[src/rtl/camera_capture_pkg.sv]
// Shared definitions for the camera capture path and the VGA display path.
// Holds the capture FSM state type, default frame geometry and the RGB565
// field positions used to pull colour channels out of a 16-bit pixel.
package camera_capture_pkg;

    typedef enum logic [1:0] {
        IDLE     = 2'd0,
        WAIT_SOF = 2'd1,
        CAPTURE  = 2'd2
    } cap_state_e;

    localparam int DEFAULT_H_ACTIVE = 640;
    localparam int DEFAULT_V_ACTIVE = 480;

    localparam int INTENSITY_W = 4;

    localparam int RGB565_R_MSB = 15;
    localparam int RGB565_R_LSB = 11;
    localparam int RGB565_G_MSB = 10;
    localparam int RGB565_G_LSB = 5;
    localparam int RGB565_B_MSB = 4;
    localparam int RGB565_B_LSB = 0;

    function automatic logic [4:0] rgb565_red(input logic [15:0] pix);
        return pix[RGB565_R_MSB:RGB565_R_LSB];
    endfunction

    function automatic logic [5:0] rgb565_green(input logic [15:0] pix);
        return pix[RGB565_G_MSB:RGB565_G_LSB];
    endfunction

    function automatic logic [4:0] rgb565_blue(input logic [15:0] pix);
        return pix[RGB565_B_MSB:RGB565_B_LSB];
    endfunction

endpackage

[src/rtl/camera_capture_pixel_pack.sv]
// cam_pixel_pack: pairs camera bytes into RGB565 pixels and reduces each
// pixel to a 4-bit intensity. The first byte of a pair is held; the second
// byte is combined with it in the same cycle it arrives.
// Build option: CAM_GRAY_EN selects a weighted gray (R + 2G + B) / 4;
// without it the intensity is simply the top four green bits.
module cam_pixel_pack
    import camera_capture_pkg::*;
(
    input  logic                   clk,
    input  logic                   rst_n,
    input  logic                   sample,
    input  logic                   clear,
    input  logic [7:0]             byte_in,
    output logic                   pix_strobe,
    output logic [INTENSITY_W-1:0] pix_intensity
);

    logic       phase_q, phase_d;
    logic [7:0] hi_byte_q, hi_byte_d;
    logic [15:0] pixel;
    logic [4:0] red;
    logic [5:0] green;
    logic [4:0] blue;
    logic       unused_bits;

    // Byte phase tracking: first byte is stored, second byte completes a pixel.
    always_comb begin
        phase_d    = phase_q;
        hi_byte_d  = hi_byte_q;
        pix_strobe = 1'b0;
        if (clear) begin
            phase_d = 1'b0;
        end else if (sample) begin
            if (!phase_q) begin
                hi_byte_d = byte_in;
                phase_d   = 1'b1;
            end else begin
                phase_d    = 1'b0;
                pix_strobe = 1'b1;
            end
        end
    end

    // Phase and held first byte registers.
    always_ff @(posedge clk) begin
        if (!rst_n) begin
            phase_q   <= 1'b0;
            hi_byte_q <= 8'd0;
        end else begin
            phase_q   <= phase_d;
            hi_byte_q <= hi_byte_d;
        end
    end

    assign pixel = {hi_byte_q, byte_in};
    assign red   = rgb565_red(pixel);
    assign green = rgb565_green(pixel);
    assign blue  = rgb565_blue(pixel);

`ifdef CAM_GRAY_EN
    logic [5:0] gray_sum;

    // Weighted gray sum; worst case 15 + 30 + 15 = 60 fits in six bits.
    always_comb begin
        gray_sum = {2'b00, red[4:1]} + {1'b0, green[5:2], 1'b0} + {2'b00, blue[4:1]};
    end

    assign pix_intensity = gray_sum[5:2];
    assign unused_bits   = ^{red[0], green[1:0], blue[0]};
`else
    assign pix_intensity = green[5:2];
    assign unused_bits   = ^{red, green[1:0], blue};
`endif

endmodule

[src/rtl/camera_capture.sv]
// camera_capture: receives an RGB565 byte stream from a camera (VSYNC/HREF
// framing) and writes one 4-bit intensity per pixel into a frame buffer.
// Holds the capture FSM, the x/y counters and the incremental write address;
// byte pairing and intensity conversion live in cam_pixel_pack.
// Build option: CAM_GRAY_EN (see cam_pixel_pack) changes only wr_data.
module camera_capture
    import camera_capture_pkg::*;
#(
    parameter int H_ACTIVE = DEFAULT_H_ACTIVE,
    parameter int V_ACTIVE = DEFAULT_V_ACTIVE,
    parameter int ADDR_W   = 19
) (
    input  logic                   pixel_clk,
    input  logic                   rst_n,
    input  logic                   capture_en,
    input  logic                   cam_vsync,
    input  logic                   cam_href,
    input  logic [7:0]             cam_data,
    output logic                   wr_en,
    output logic [ADDR_W-1:0]      wr_addr,
    output logic [INTENSITY_W-1:0] wr_data,
    output logic                   frame_done,
    output logic                   overflow
);

    // Counters carry one extra value so "past the edge" is representable.
    localparam int X_W = $clog2(H_ACTIVE + 1);
    localparam int Y_W = $clog2(V_ACTIVE + 1);
    localparam logic [X_W-1:0]    X_LIMIT   = X_W'(H_ACTIVE);
    localparam logic [Y_W-1:0]    Y_LIMIT   = Y_W'(V_ACTIVE);
    localparam logic [ADDR_W-1:0] LINE_STEP = ADDR_W'(H_ACTIVE);

    cap_state_e state_q, state_d;

    logic vsync_q, href_q;
    logic vsync_rise, vsync_fall, href_fall;
    logic in_capture, sof, sample, pack_clear;

    logic [X_W-1:0]         x_q, x_d;
    logic [Y_W-1:0]         y_q, y_d;
    logic [ADDR_W-1:0]      line_base_q, line_base_d;
    logic                   line_pix_q, line_pix_d;
    logic                   wr_en_q, wr_en_d;
    logic [ADDR_W-1:0]      wr_addr_q, wr_addr_d;
    logic [INTENSITY_W-1:0] wr_data_q, wr_data_d;
    logic                   frame_done_q, frame_done_d;
    logic                   overflow_q, overflow_d;

    logic                   pix_strobe;
    logic [INTENSITY_W-1:0] pix_intensity;

    assign vsync_rise = cam_vsync & ~vsync_q;
    assign vsync_fall = ~cam_vsync & vsync_q;
    assign href_fall  = ~cam_href & href_q;

    assign in_capture = (state_q == CAPTURE);
    assign sof        = (state_q == WAIT_SOF) && vsync_fall;
    // A VSYNC rise aborts the line, so the byte present on that edge is dropped.
    assign sample     = in_capture && cam_href && !vsync_rise;
    assign pack_clear = sof || (in_capture && href_fall);

    cam_pixel_pack u_pack (
        .clk           (pixel_clk),
        .rst_n         (rst_n),
        .sample        (sample),
        .clear         (pack_clear),
        .byte_in       (cam_data),
        .pix_strobe    (pix_strobe),
        .pix_intensity (pix_intensity)
    );

    // Next-state logic for the capture FSM.
    always_comb begin
        state_d = state_q;
        unique case (state_q)
            IDLE:     if (capture_en) state_d = WAIT_SOF;
            WAIT_SOF: if (vsync_fall) state_d = CAPTURE;
            CAPTURE:  if (vsync_rise) state_d = capture_en ? WAIT_SOF : IDLE;
            default:  state_d = IDLE;
        endcase
    end

    // Counters, address generation, write strobe, frame_done and overflow.
    always_comb begin
        x_d          = x_q;
        y_d          = y_q;
        line_base_d  = line_base_q;
        line_pix_d   = line_pix_q;
        wr_en_d      = 1'b0;
        wr_addr_d    = wr_addr_q;
        wr_data_d    = wr_data_q;
        frame_done_d = 1'b0;
        overflow_d   = overflow_q;
        if (sof) begin
            x_d         = '0;
            y_d         = '0;
            line_base_d = '0;
            line_pix_d  = 1'b0;
        end else if (in_capture) begin
            if (vsync_rise) begin
                frame_done_d = (x_q != '0) || (y_q != '0);
            end else if (href_fall) begin
                x_d        = '0;
                line_pix_d = 1'b0;
                if (line_pix_q && (y_q < Y_LIMIT)) begin
                    y_d         = y_q + 1'b1;
                    line_base_d = line_base_q + LINE_STEP;
                end
            end else if (pix_strobe) begin
                line_pix_d = 1'b1;
                if ((x_q < X_LIMIT) && (y_q < Y_LIMIT)) begin
                    wr_en_d   = 1'b1;
                    wr_addr_d = line_base_q + ADDR_W'(x_q);
                    wr_data_d = pix_intensity;
                    x_d       = x_q + 1'b1;
                end else begin
                    overflow_d = 1'b1;
                end
            end
        end
    end

    // State, edge-detect and datapath registers with synchronous reset.
    always_ff @(posedge pixel_clk) begin
        if (!rst_n) begin
            state_q      <= IDLE;
            vsync_q      <= 1'b0;
            href_q       <= 1'b0;
            x_q          <= '0;
            y_q          <= '0;
            line_base_q  <= '0;
            line_pix_q   <= 1'b0;
            wr_en_q      <= 1'b0;
            wr_addr_q    <= '0;
            wr_data_q    <= '0;
            frame_done_q <= 1'b0;
            overflow_q   <= 1'b0;
        end else begin
            state_q      <= state_d;
            vsync_q      <= cam_vsync;
            href_q       <= cam_href;
            x_q          <= x_d;
            y_q          <= y_d;
            line_base_q  <= line_base_d;
            line_pix_q   <= line_pix_d;
            wr_en_q      <= wr_en_d;
            wr_addr_q    <= wr_addr_d;
            wr_data_q    <= wr_data_d;
            frame_done_q <= frame_done_d;
            overflow_q   <= overflow_d;
        end
    end

    assign wr_en      = wr_en_q;
    assign wr_addr    = wr_addr_q;
    assign wr_data    = wr_data_q;
    assign frame_done = frame_done_q;
    assign overflow   = overflow_q;

endmodule

[config.mk]
export PLATFORM = sky130hd
export DESIGN_NAME = camera_capture
export DESIGN_NICKNAME = d
export VERILOG_FILES = /design/src/rtl/camera_capture_pkg.sv /design/src/rtl/camera_capture_pixel_pack.sv /design/src/rtl/camera_capture.sv
export SDC_FILE = /design/constraint.sdc
export NUM_CORES = 1
export LEC_CHECK = 0
export BUFFER_PORTS_ARGS = -buffer_cell sky130_fd_sc_hd__buf_2
export CORE_UTILIZATION = 40
export CTS_CLUSTER_DIAMETER = 40
export DETAILED_ROUTE_END_ITERATION = 8
export HOLD_SLACK_MARGIN = 0.06
export SLEW_MARGIN = 10
export SYNTH_ARGS = -nofsm -noshare
export SYNTH_HDL_FRONTEND = slang
export SYNTH_SLANG_ARGS = --single-unit
[constraint.sdc]
create_clock -name pixel_clk -period 1.76 [get_ports pixel_clk]
set_input_delay 0.176 -clock pixel_clk [delete_from_list [all_inputs] [get_ports pixel_clk]]
set_output_delay 0.176 -clock pixel_clk [all_outputs]
set_load 0.02 [all_outputs]
# After elaboration in Yosys (flattened, before gate mapping)
# Cells that the tools add are included.
word_totals:
  inputBits: 13
  output_inout_bits: 26
  ff_bits: 73
classes:
  n_bitwise: 15
  mux: 15
  order_cmp: 2
  n_addsub: 4
  n_reduce_logical: 25
  n_eq_ne: 5
ops:
  columns: ["operator", "count"]
  rows:
  - ["two-way mux 10 bit", 3]
  - ["adder 19 x 10 -> 19 bit", 1]
  - ["adder 19 x 10 -> 19 bit, second input constant", 1]
  - ["NOT 1 bit", 12]
  - ["AND reduction 6 bit", 2]
  - ["adder 10 x 1 -> 10 bit, second input constant", 1]
  - ["< comparator 10 bit, second input constant", 1]
  - ["nonzero test 10 bit", 1]
  - ["adder 9 x 1 -> 9 bit, second input constant", 1]
  - ["< comparator 9 bit, second input constant", 1]
  - ["AND reduction 3 bit", 3]
  - ["nonzero test 9 bit", 1]
  - ["two-way mux 1 bit", 8]
  - ["AND reduction 4 bit", 2]
  - ["logical AND 1 bit", 6]
  - ["two-way mux 2 bit", 3]
  - ["inequality test 2 bit, second input constant", 3]
  - ["case mux 2 bit (3 select lines)", 1]
  - ["OR reduction 6 bit", 1]
  - ["nonzero test 2 bit", 2]
  - ["OR reduction 2 bit", 2]
  - ["OR reduction 4 bit", 1]
  - ["AND 1 bit", 3]
  - ["equality test 2 x 1 -> 1 bit, second input constant", 1]
  - ["4 further kinds", 5]

# Depth between registers and ports, before layout
logic_depth:
  word_depth: 8
  depth_mapped: 7
  depth_no_buf: 7

# Modules after synthesis
# From an unflattened synthesis, not the netlist that was laid out.
unflattened:
  cells_unflattened: 353
  hier_area_um2: 3088.0
by_module_without_submodules:
  columns: ["mod", "cells_each", "area_per_inst_um2", "n_inst"]
  rows:
  - ["camera_capture", 335, 2902.8, 1]
  - ["cam_pixel_pack", 18, 185.2, 1]

# Worst setup path before layout
# Ideal clock, no wire load.
synth_timing:
  path_kind: "register to register"
  start: "reg x_q[7]"
  end: "reg wr_addr_q[13] (netlist: wr_addr[13])"
  path_buffers: 0
  synth_period_minus_slack_ps: 1626
  arrival_ps: 1506
  stages_incl_launch_ff: 8
  setup_time_ps: 119
  path_slack_ps: 134
  cell_sequence: "dfxtp_1 > ha_1 > fa_1 > a21oi_1 > nor2b_1 > nand3_1 > xor2_1 > a21oi_1"
synth_via:
  elab_chain_len: 3
  elab_cells_between_ends: 4
synth_rtl:
  columns: ["item", "line", "rtl"]
  rows:
  - ["from (decl)", "camera_capture.sv:39", "logic [X_W-1:0] x_q, x_d;"]
  - ["from (signal assigned)", "camera_capture.sv:129", "x_q <= '0;"]
  - ["from (signal assigned)", "camera_capture.sv:142", "x_q <= x_d;"]
  - ["< comparator 10 bit", "camera_capture.sv:111", "if ((x_q < X_LIMIT) && (y_q < Y_LIMIT)) begin"]
  - ["logical AND 1 bit", "camera_capture.sv:111", null]
  - ["AND reduction 6 bit (no source line)", null, null]
  - ["to (signal assigned)", "camera_capture.sv:147", "wr_addr_q <= wr_addr_d;"]
  - ["to (decl)", "camera_capture.sv:44", "logic [ADDR_W-1:0] wr_addr_q, wr_addr_d;"]
# Parallel ways exist; a longest one is shown, timed or not.
# A chain may end at the register's enable or synchronous reset.

# Worst setup path after layout
layout_timing:
  start: "reg state_q[0]"
  end: "reg line_base_q[14]"
layout_via:
  elab_chain_len: 3
  elab_cells_between_ends: 5
layout_rtl:
  columns: ["item", "line", "rtl"]
  rows:
  - ["from (decl)", "camera_capture.sv:33", "cap_state_e state_q, state_d;"]
  - ["from (signal assigned)", "camera_capture.sv:139", "state_q <= state_d;"]
  - ["equality test 2 x 1 -> 1 bit", "camera_capture.sv:57", "assign sof = (state_q == WAIT_SOF) && vsync_fall;"]
  - ["logical AND 1 bit", "camera_capture.sv:57", null]
  - ["OR reduction 2 bit (no source line)", null, null]
  - ["to (signal assigned)", "camera_capture.sv:144", "line_base_q <= line_base_d;"]
  - ["to (decl)", "camera_capture.sv:41", "logic [ADDR_W-1:0] line_base_q, line_base_d;"]
# Parallel ways exist; a longest one is shown, timed or not.

==> results.py <==
metrics = {
    "outcome": {
        "status": "completed",
    },
    "global_routing": {
        "grt_max_degree": 35,
        "grt_pass1_vias": 2227,
        "grt_first_pass_wirelength_um": 10400,
        "grt_overflow_total": 0,
        "track_usage": 0.1750,
        "antenna_found_initial": 0,
    },
    "setup_path": {
        "path_cells": "and4bb_2 > nand4_2 > buf_12 > nor4_1 > xnor2_1 > nor2_1",
        "crit_type": "flop to flop",
        "crit_path_start": "state_q[0]",
        "timing.rr.start": "state_q[0]",
        "slowest_delay_ps": 350,
        "required_ps": 1990,
        "crit_family": "simple AND/OR/NAND/NOR gates",
        "crit_buf_inv": 1,
        "arrival_ps": 1890,
        "start_kind": "flop",
        "crit_path_end_kind": "flop",
        "slowest_stage": "and4bb_2",
        "critPathMaxFanout": 21,
    },
    "layout": {
        "antennaDiodeCount": 0,
        "layout_commonest_cell": "dfxtp_1",
        "multi_input_area_sq_um": 1592,
        "fillers": 741,
        "area_delta_synth_final_pct": 23.28,
        "layout_common_cells": "dfxtp_1 (65), nand2_1 (48), buf_2 (34)",
        "seq_area_sq_um": 1323,
        "fin_nets": 429,
        "finish.utilization": 0.5089,
        "drive_gt1_frac": 0.2233,
    },
    "clock_network": {
        "cts_tree": "yes",
        "cts_setup_buffers": 0,
        "clk_latency_ps": 340,
        "cts-buffers-inserted": 9,
        "cts_htree_levels": 3,
        "clock_path_buffers": 2,
        "clkTransAtPathRegs_ps": 70,
        "cts_sinks": 66,
        "cts_root_buffer": "clkbuf_8",
    },
    "flow_run": {
        "cap_violations": 0,
    },
    "placement": {
        "hpwl_um": 4579,
        "gp_routability_congestion": 0.7795,
        "port_buffers": 34,
    },
    "synth": {
        "synth.distinct_cells": 43,
        "syn_inst": 350,
        "seq_area_frac_synth": 0.4413,
        "yosysWarnings": 0,
        "ys_async_sr_fraction": 0,
        "syn_area_sq_um": 2994,
        "synth_fp_nets": 372,
        "synth-seq-cells": 66,
        "ys.flop_type": "dfxtp_1",
        "synth_area_per_cell_sq_um": 8.555,
        "synth_edf_count": 0,
    },
    "sta": {
        "slew_headroom": 0.6444,
        "worst_slew_pin_slew_ps": 533.4,
        "tns_ps": 0,
        "slew_viol_final": 0,
        "setup_viol": 0,
        "period_share": 0.9434,
        "max_freq_ghz": 0.6023,
        "rsz0062_at_grt": "false",
        "hold_viol_final": 0,
        "period_needed_ps": 1660,
        "finalClockSkew_ps": 10.48,
    },
    "hold_path": {
        "hp-start": "cam_data[7]",
        "hold_path.class": "input pin to flop",
    },
    "floorplanning": {
        "start_util": 0.4128,
        "core_sq_um": 7253,
        "boundaryPins": 39,
        "num_rows": 31,
        "die_y_um": 88.52,
        "die_x_um": 88.52,
        "die-area_sq_um": 7835,
    },
    "power_and_ir_drop": {
        "p_per_area_nw_per_um2": 793.2,
        "leakagePower_nw": 1.403,
        "ir_drop_mv": 0.3354,
    },
    "routing": {
        "dr.pass1.iters": 5,
        "wl_per_cell_um": 12.36,
        "remaining_drc_errors": 0,
        "vias": 2551,
        "via_per_inst": 4.992,
        "routed_wirelength_um": 6316,
        "drtIter0Drc": 114,
        "ant_nets": 0,
    },
}
## final timing paths
kind	cells past startpoint	slack, ps	endpoint
setup / recovery	6	100	line_base_q[14]
hold / removal	3	80	wr_data[0]
hold reg to reg	2	460	wr_addr[5]
setup reg to reg	6	100	line_base_q[14]
## layout make-up
type / count / area share
timing repair buffer: 64 / 0.1139
sequential: 66 / 0.3583
inverter: 6 / 0.006102
clock inverter: 5 / 0.02136
tap: 99 / 0.03356
multi-input combinational: 260 / 0.4312
clock buffer: 11 / 0.03559
## worst reg2reg max path: stages, from the launching register on
cell and delay [ps]:
dfxtp_1 330, and4bb_2 350, nand4_2 140, buf_12 180, nor4_1 360, xnor2_1 160
nor2_1 50
## logic make-up (layout without fill, tap and decap cells)
logic type / count (synthesis) / after routing / synth area share
AO/OA/AOI/OAI: 72 / 72 / 0.1429
XOR/XNOR: 25 / 25 / 0.07313
adder cells (fa/ha/maj): 9 / 9 / 0.04012
buffers and inverters: 24 / 86 / 0.03677
flip-flops: 66 / 66 / 0.4413
multiplexers: 4 / 4 / 0.01337
AND/OR/NAND/NOR: 150 / 150 / 0.2524
## power breakdown
group          leakage (nW)  total (mW)  internal [mW]  switching, mW
logic                 0.763      0.0766         0.0349         0.0418
clock network         0.107        1.35          0.796          0.553
registers             0.533        1.50           1.50        0.00385
## flip-flops by register name (all words and copies together), names as in the netlist
name,cells
href_q,1
frame_done,1
x_q,10
wr_addr,19
u_pack.hi_byte_q,3
vsync_q,1
u_pack.phase_q,1
y_q,9
line_pix_q,1
wr_en,1
line_base_q,12
wr_data,4
state_q,2
overflow,1
## Yosys cell counts, types with 9 or more instances
master    number  area (sq um)
a21boi_0      13         97.59
a21oi_1       30         150.1
clkbuf_1       9         33.78
dfxtp_1       66          1321
nand2_1       48         180.2
nor2_1        26         97.59
nor2b_1       11         68.82
nor3_1        15         75.07
nor4_1         9         56.30
o21ai_0       20         100.1
xnor2_1       21         183.9
## repair_timing
item,CTS,global route
hold buffers,0,0
setup endpoints to repair,0,14
gates resized for setup,0,9
## per-layer routing
| metal | part of all wire | wire length [um] | GRT usage | vias up |
|---|---|---|---|---|
| met4 | 0.022 | 136 | 0.1012 | 0 |
| met1 | 0.51 | 3202 | 0.2403 | 1174 |
| met2 | 0.44 | 2794 | 0.2538 | 44 |
| met3 | 0.029 | 182 | 0.03638 | 10 |
| met5 | 0 | 0 | 0 | - |
| li1 | - | - | - | 1323 |
## per-stage QoR
| step | cells | cell area (sq um) | total power [mW] | hold WS (ps) | setup slack (ps) |
|---|---|---|---|---|---|
| final | 511 | 3691 | 2.928 | 82.28 | 99.67 |
| after global routing | 511 | 3691 | 3.050 | 73.10 | 7.890 |
| after CTS | 511 | 3661 | 2.970 | 70.80 | 3.797 |
| after detailed placement | 495 | 3451 | 1.613 | 433.6 | 39.64 |
| after global placement | 495 | 3451 | 1.612 | 426.3 | 44.57 |
| after floorplan | 350 | 2994 | 1.581 | 297.7 | 134.2 |
(Power assumes the default switching activity.)
